## config.mk

```make
export PLATFORM = sky130hd
export DESIGN_NAME = mul8_dot_acc_flat
export DESIGN_NICKNAME = d
export VERILOG_FILES = /design/src/rtl/mul8_dot_acc_if.sv /design/src/rtl/mul8_dot_acc.sv /design/src/flat_wrapper.sv
export SDC_FILE = /design/constraint.sdc
export NUM_CORES = 1
export LEC_CHECK = 0
export BUFFER_PORTS_ARGS = -buffer_cell sky130_fd_sc_hd__buf_2
export CAP_MARGIN = 20
export CORE_MARGIN = 2
export CORE_UTILIZATION = 56
export DETAILED_ROUTE_END_ITERATION = 6
export HOLD_SLACK_MARGIN = 0.12
export PLACE_DENSITY = 0.86
export SLEW_MARGIN = 40
export SYNTH_ARGS = -nofsm -noshare
export SYNTH_HDL_FRONTEND = slang
export SYNTH_SLANG_ARGS = --single-unit
```

## constraint.sdc

```tcl
create_clock -name clk -period 4.4 [get_ports clk]
set_input_delay 0.22 -clock clk [delete_from_list [all_inputs] [get_ports clk]]
set_output_delay 0.22 -clock clk [all_outputs]
set_load 0.01 [all_outputs]
```

## src/rtl/mul8_dot_acc_if.sv

```systemverilog
// Bundle of the operand stream, the external multiplier port and the result stream.
// The slave modport is the accumulator's view; the master modport is the environment's view.
interface mul8_dot_acc_if #(
  parameter int unsigned ACC_W = 18
);
  logic             in_valid;
  logic             in_ready;
  logic [7:0]       in_a;
  logic [7:0]       in_b;
  logic [7:0]       mul_a;
  logic [7:0]       mul_b;
  logic [15:0]      mul_o;
  logic             out_valid;
  logic             out_ready;
  logic [ACC_W-1:0] out_sum;
  logic             out_sat;

  modport slave (
    input  in_valid,
    input  in_a,
    input  in_b,
    input  mul_o,
    input  out_ready,
    output in_ready,
    output mul_a,
    output mul_b,
    output out_valid,
    output out_sum,
    output out_sat
  );

  modport master (
    output in_valid,
    output in_a,
    output in_b,
    output mul_o,
    output out_ready,
    input  in_ready,
    input  mul_a,
    input  mul_b,
    input  out_valid,
    input  out_sum,
    input  out_sat
  );
endinterface

```

## src/rtl/mul8_dot_acc.sv

```systemverilog
// Dot-product accumulator over LEN 8-bit operand pairs using an external 8x8 multiplier.
// The saturating sum is held until the consumer takes it.
module mul8_dot_acc #(
  parameter int unsigned LEN   = 8,
  parameter int unsigned ACC_W = 18
) (
  input logic           clk,
  input logic           rst_n,
  mul8_dot_acc_if.slave bus
);

  localparam int unsigned      CntW   = $clog2(LEN + 1);
  localparam logic [CntW-1:0]  LenCnt = CntW'(LEN);
  localparam logic [CntW-1:0]  OneCnt = CntW'(1);

  localparam logic [0:0] StAcc  = 1'b0;
  localparam logic [0:0] StDone = 1'b1;

  logic [0:0]       state_q, state_d;
  logic [CntW-1:0]  count_q, count_d;
  logic             p_valid_q, p_valid_d;
  logic [ACC_W-1:0] acc_q, acc_d;
  logic             sat_q, sat_d;
  logic [7:0]       mul_a_q, mul_a_d;
  logic [7:0]       mul_b_q, mul_b_d;

  logic             in_ready;
  logic             out_valid;
  logic             accept;
  logic             last_prod;
  logic             res_hs;
  logic [ACC_W:0]   sum_ext;

  assign out_valid = (state_q == StDone);
  assign in_ready  = (count_q < LenCnt) && !out_valid;
  assign accept    = bus.in_valid && in_ready;
  assign res_hs    = out_valid && bus.out_ready;
  // The pending product is always number count_q, so this flags the final one.
  assign last_prod = p_valid_q && (count_q == LenCnt);
  assign sum_ext   = {1'b0, acc_q} + {{(ACC_W - 15){1'b0}}, bus.mul_o};

  always_comb begin
    state_d   = state_q;
    count_d   = count_q;
    p_valid_d = 1'b0;
    acc_d     = acc_q;
    sat_d     = sat_q;
    mul_a_d   = mul_a_q;
    mul_b_d   = mul_b_q;

    if (accept) begin
      mul_a_d   = bus.in_a;
      mul_b_d   = bus.in_b;
      p_valid_d = 1'b1;
      count_d   = count_q + OneCnt;
    end

    if (p_valid_q) begin
      if (sum_ext[ACC_W]) begin
        acc_d = '1;
        sat_d = 1'b1;
      end else begin
        acc_d = sum_ext[ACC_W-1:0];
      end
    end

    unique case (state_q)
      StAcc: begin
        if (last_prod) begin
          state_d = StDone;
        end
      end
      StDone: begin
        if (res_hs) begin
          state_d = StAcc;
          acc_d   = '0;
          sat_d   = 1'b0;
          count_d = '0;
        end
      end
      default: state_d = StAcc;
    endcase
  end

  always_ff @(posedge clk or negedge rst_n) begin
    if (!rst_n) begin
      state_q   <= StAcc;
      count_q   <= '0;
      p_valid_q <= 1'b0;
      acc_q     <= '0;
      sat_q     <= 1'b0;
      mul_a_q   <= '0;
      mul_b_q   <= '0;
    end else begin
      state_q   <= state_d;
      count_q   <= count_d;
      p_valid_q <= p_valid_d;
      acc_q     <= acc_d;
      sat_q     <= sat_d;
      mul_a_q   <= mul_a_d;
      mul_b_q   <= mul_b_d;
    end
  end

  assign bus.in_ready  = in_ready;
  assign bus.mul_a     = mul_a_q;
  assign bus.mul_b     = mul_b_q;
  assign bus.out_valid = out_valid;
  assign bus.out_sum   = acc_q;
  assign bus.out_sat   = sat_q;

  a_count_bound: assert property (@(posedge clk) disable iff (!rst_n) count_q <= LenCnt);

  // No product may be in flight while a result is being presented.
  a_done_no_prod: assert property (@(posedge clk) disable iff (!rst_n)
    (state_q == StDone) |-> !p_valid_q);

  a_result_hold: assert property (@(posedge clk) disable iff (!rst_n)
    (out_valid && !bus.out_ready) |=> (out_valid && $stable(acc_q) && $stable(sat_q)));

endmodule

```

## src/flat_wrapper.sv

```systemverilog
// flat-port wrapper written by rule: the top's interface ports become plain ports
module mul8_dot_acc_flat 
#(
  parameter int unsigned LEN   = 8,
  parameter int unsigned ACC_W = 18
)
  (clk, rst_n, bus_in_valid, bus_in_a, bus_in_b, bus_mul_o, bus_out_ready, bus_in_ready, bus_mul_a, bus_mul_b, bus_out_valid, bus_out_sum, bus_out_sat);
  mul8_dot_acc_if #(.ACC_W(ACC_W)) bus_i ();
  input logic clk;
  input logic rst_n;
  input wire logic [$bits(bus_i.in_valid)-1:0] bus_in_valid;
  input wire logic [$bits(bus_i.in_a)-1:0] bus_in_a;
  input wire logic [$bits(bus_i.in_b)-1:0] bus_in_b;
  input wire logic [$bits(bus_i.mul_o)-1:0] bus_mul_o;
  input wire logic [$bits(bus_i.out_ready)-1:0] bus_out_ready;
  output wire logic [$bits(bus_i.in_ready)-1:0] bus_in_ready;
  output wire logic [$bits(bus_i.mul_a)-1:0] bus_mul_a;
  output wire logic [$bits(bus_i.mul_b)-1:0] bus_mul_b;
  output wire logic [$bits(bus_i.out_valid)-1:0] bus_out_valid;
  output wire logic [$bits(bus_i.out_sum)-1:0] bus_out_sum;
  output wire logic [$bits(bus_i.out_sat)-1:0] bus_out_sat;
  assign bus_i.in_valid = bus_in_valid;
  assign bus_i.in_a = bus_in_a;
  assign bus_i.in_b = bus_in_b;
  assign bus_i.mul_o = bus_mul_o;
  assign bus_i.out_ready = bus_out_ready;
  assign bus_in_ready = bus_i.in_ready;
  assign bus_mul_a = bus_i.mul_a;
  assign bus_mul_b = bus_i.mul_b;
  assign bus_out_valid = bus_i.out_valid;
  assign bus_out_sum = bus_i.out_sum;
  assign bus_out_sat = bus_i.out_sat;
  mul8_dot_acc #(.LEN(LEN), .ACC_W(ACC_W)) u_core (.clk(clk), .rst_n(rst_n), .bus(bus_i));
endmodule
```

# ---- Word-level counts from Yosys, hierarchy flattened
# Cells that the tools add are included.
dict set report word_totals {
  reg_bits 41
  input_bits 36
  wordCells 32
}
dict set report classes {
  add_sub_neg 2
  n_lt_le_gt_ge 1
  n_eq_ne 1
  n_mux 15
  n_bitwise 1
  n_reduce_logical 5
}
# op n
set ops {}
lappend ops {{18-bit two-way mux} 4}
lappend ops {{18-bit by 16-bit adder with 19-bit output} 1}
lappend ops {{4-bit two-way mux} 3}
lappend ops {{1-bit two-way mux} 7}
lappend ops {{4-bit by 1-bit adder with 4-bit output, second input constant} 1}
lappend ops {{4-bit == test, second input constant} 1}
lappend ops {{1-bit logical AND} 4}
lappend ops {{4-bit less-than comparator, second input constant} 1}
lappend ops {{1-bit one-hot mux with 2 select lines} 1}
lappend ops {{1-bit logical NOT} 1}
lappend ops {{1-bit NOT} 1}

# ---- Logic depth before layout (Yosys ltp)
dict set report depth {
  word_depth 6
  ltp_mapped 10
}

# ---- Worst setup path before layout
# Ideal clock, no wire load.
dict set report synth_path {
  path_kind {register -> register}
  start {register u_core.acc_q[0] (netlist: u_core.bus.out_sum[0])}
  end {register u_core.acc_q[3] (netlist: u_core.bus.out_sum[3])}
  setup_time_ps 124
  arrival_ps 2273
  path_slack_ps 2003
  path_stages_with_launch 11
  path_buffers 1
  period_less_slack_ps 2397
  path_cell_list {dfrtp_1 -> ha_1 -> fa_1 -> a21o_1 -> a221oi_2 -> or3_4 -> and2_4 -> o21ai_2 -> nor2_2 -> buf_6 -> a21oi_1}
}
dict set report synth_between {
  elab_chain_cells 5
}
# element line
set synth_lines {}
lappend synth_lines {{start: declaration} mul8_dot_acc.sv:22} ;# logic [ACC_W-1:0] acc_q, acc_d;
lappend synth_lines {{start signal: assignment} mul8_dot_acc.sv:90} ;# acc_q <= '0;
lappend synth_lines {{start signal: assignment} mul8_dot_acc.sv:98} ;# acc_q <= acc_d;
lappend synth_lines {{18-bit by 16-bit adder with 19-bit output (*)} mul8_dot_acc.sv:40} ;# assign sum_ext = {1'b0, acc_q} + {{(ACC_W - 15){1'b0}}, bus.mul_o};
lappend synth_lines {{18-bit two-way mux (*)} mul8_dot_acc.sv:59} ;# if (sum_ext[ACC_W]) begin
lappend synth_lines {{18-bit two-way mux (*)} mul8_dot_acc.sv:58} ;# if (p_valid_q) begin
lappend synth_lines {{18-bit two-way mux} mul8_dot_acc.sv:74} ;# if (res_hs) begin
lappend synth_lines {{18-bit two-way mux (*)} mul8_dot_acc.sv:67} ;# unique case (state_q)
lappend synth_lines {{via u_core.acc_d[3]} mul8_dot_acc.sv:22}
# Mark *: on every way through the listed nets, which the timed path passes. The rest lies on a longest branch.
# A chain may end at the register's enable or synchronous reset.

# ---- Worst setup path in the final report
dict set report layout_path {
  start {register u_core.acc_q[0] (netlist: u_core.bus.out_sum[0])}
  end {register u_core.acc_q[15] (netlist: u_core.bus.out_sum[15])}
}
# Same word-level chain as after synthesis.

==> out/results.ini <==
[routing]
first_pass_iters = 4
drt_iter0_markers = 182
post_drt_wl_per_cell_microns = 15.3
drc = 0
antenna_left = 0
via_per_inst = 5.83
vias = 2122
wirelength_microns = 5580

[grt]
grt_pass1_wl_microns = 9730
antenna_found_initial = 0
grt.total_usage_pct = 24.3
overflow = 0
grt_pass1_vias = 2151
grt_max_degree = 42

[sta]
setup_tns_ps = 0
fin_worst_skew_ps = 6.19
whs_ps = 147
fmax_ghz = 0.348
slew_headroom_pct = 51.2
rsz0062_at_grt = no
setup_violations = 0
hold_viol_final = 0
tightest_slew_ps = 731
finalCriticalPeriod_ps = 2870
drv_slew = 0
fin_crit_sh_pct = 65.3

[final_layout]
fin_util_pct = 72.8
final_common_cell = buf_2
final_cell_mix = buf_2 (71), dfrtp_1 (41), a21oi_1 (29)
drive_gt1_share_pct = 35.7
fin_area_sq_um = 2970
fillers = 306
area_delta_synth_final_pct = 22.0
nets = 368
diodes = 0

[synthesis]
yosys_warnings = 0
synth.top_cells.by_area = dfrtp_1 (42%), ha_1 (9.2%), mux2_2 (7.4%), a21oi_1 (6.0%), o21ai_0 (4.3%)
synth_edf_count = 0
yosysSeqAreaShare_pct = 42.1
synth_seq_cells = 41
synthFlopType = dfrtp_1
async_flop_share_pct = 100
syn_nets = 296
synth_top_area_cell = dfrtp_1
ys_types = 46
yosys.area.top_type_share_pct = 42.1
syn_area_sq_um = 2440
synthCells = 241
syn_area_per_cell_sq_um = 10.1

[cts]
clock_sinks = 41
worstSkewPairLatency_ps = 290
htreeDepth = 2
cts_buffer_depth = 2
cts_buffers = 5
clkTransAtPathRegs_ps = 80
cts_tree = done
ctsHoldBuffers = 1
cts_setup_buffers = 0
ctsResizeCount = 0
clockRootBuffer = clkbuf_8

[power]
power_density_nw_per_um2 = 798
p_total_mw = 2.37
power.leakage_nw = 1.40
peakVddDrop_uv = 443

[setup_path]
slowest_stage = nor2_2
cp-end-kind = register
worst_ep_arrival_time_ps = 3010
cp_top_family = simple AND/OR/NAND/NOR gates
cpPeakStageDelay_ps = 440
critPathLaunch = u_core.bus.out_sum[0]
critPathRequiredTime_ps = 4540
cp_cell_sequence = ha_1 > fa_1 > a21o_1 > a221oi_2 > or3_4 > and2_4 > o21ai_2 > nor2_2 > a31oi_1
crit_fanout = 12
critical_path_class = register to register
r2r_start = u_core.bus.out_sum[0]
worst-path-buf-inv = 0
start_kind = register

[die]
io_pins = 73
dieWidth_microns = 70.0
rows = 23
core_sq_um = 4090
die_area_sq_um = 4900
dieHeight_microns = 70.0
start_util_pct = 59.7

[run_status]
outcome = completed

[place]
place_hpwl_microns = 3900
gp_congestion = 0.892
dpl_cell_area_sq_um = 2830
port_buffers = 72

[hold_path]
hp-start = bus_out_ready
hp-class = primary input to register

[run]
drv_cap = 0

==> sequential cells by signal (all words and copies together) (netlist names) <==
signal,cells
u_core.bus.mul_a,8
u_core.bus.mul_b,8
u_core.bus.out_sat,1
u_core.bus.out_sum,18
u_core.bus.out_valid,1
u_core.count_q,4
u_core.p_valid_q,1
==> layout make-up <==
| type | count | area (sq um) | share of cell area, % |
|---|---|---|---|
| sequential | 41 | 1030 | 34.5 |
| timing repair buffer | 74 | 380 | 12.8 |
| inverter | 11 | 41.3 | 1.39 |
| multi-input combinational | 180 | 1330 | 44.7 |
| clock inverter | 3 | 65.1 | 2.19 |
| tap | 50 | 62.6 | 2.10 |
| clock buffer | 5 | 68.8 | 2.31 |
==> where the power goes <==
group	leakage [nW]	total, mW	internal, mW	switching (mW)
Combinational	0.855	1.30	0.591	0.711
Clock	0.0681	0.359	0.225	0.134
Sequential	0.475	0.713	0.566	0.147
Total	1.40	2.37	1.38	0.992
==> routing by layer <==
layer	GRT usage, %	vias to the layer above	wire [microns]
met5	0	-	0
met4	8.12	0	67
met3	5.19	8	498
met2	40.6	97	2690
met1	31.5	994	2330
li1	-	1023	-
==> cells in the mapped netlist (2+ instances only) <==
cell,instances
xnor2_1,7
o221a_2,4
a21boi_0,2
ha_1,18
clkbuf_1,5
xor2_1,7
buf_1,3
a21oi_1,29
a31oi_1,5
a21o_1,5
nor3_1,2
o21ai_0,21
or3_1,2
nand2_1,8
nor2_1,17
nor2b_1,2
mux2_2,16
inv_1,11
dfrtp_1,41
a211oi_1,2
nand3_1,9
==> through the flow <==
step / cells / setup WS (ps)
2_1_floorplan: 241 / 2000
3_3_place_gp: 355 / 1670
3_5_place_dp: 355 / 1550
4_1_cts: 364 / 1520
5_1_grt: 364 / 1340
6_report: 364 / 1530
==> logic make-up after synthesis <==
family | synth area share (%)
compound gates | 21.9
buf+inv | 3.39
fa+ha+maj | 10.1
xor+xnor | 5.03
mux | 7.39
simple gates | 10.2
flops | 42.1
==> worst paths after layout <==
check | endpoint | slack [ps] | cells after the start
max in group asynchronous | u_core.count_q[1] | 3590 | 2
setup reg to reg | u_core.bus.out_sum[15] | 1530 | 9
hold reg to reg | u_core.bus.mul_a[7] | 510 | 1
min in group asynchronous | u_core.bus.out_sum[1] | 440 | 2
setup / recovery | u_core.bus.out_sum[15] | 1530 | 9
hold / removal | u_core.bus.out_valid | 150 | 2
Note: power is estimated with default switching activity, not from simulation.
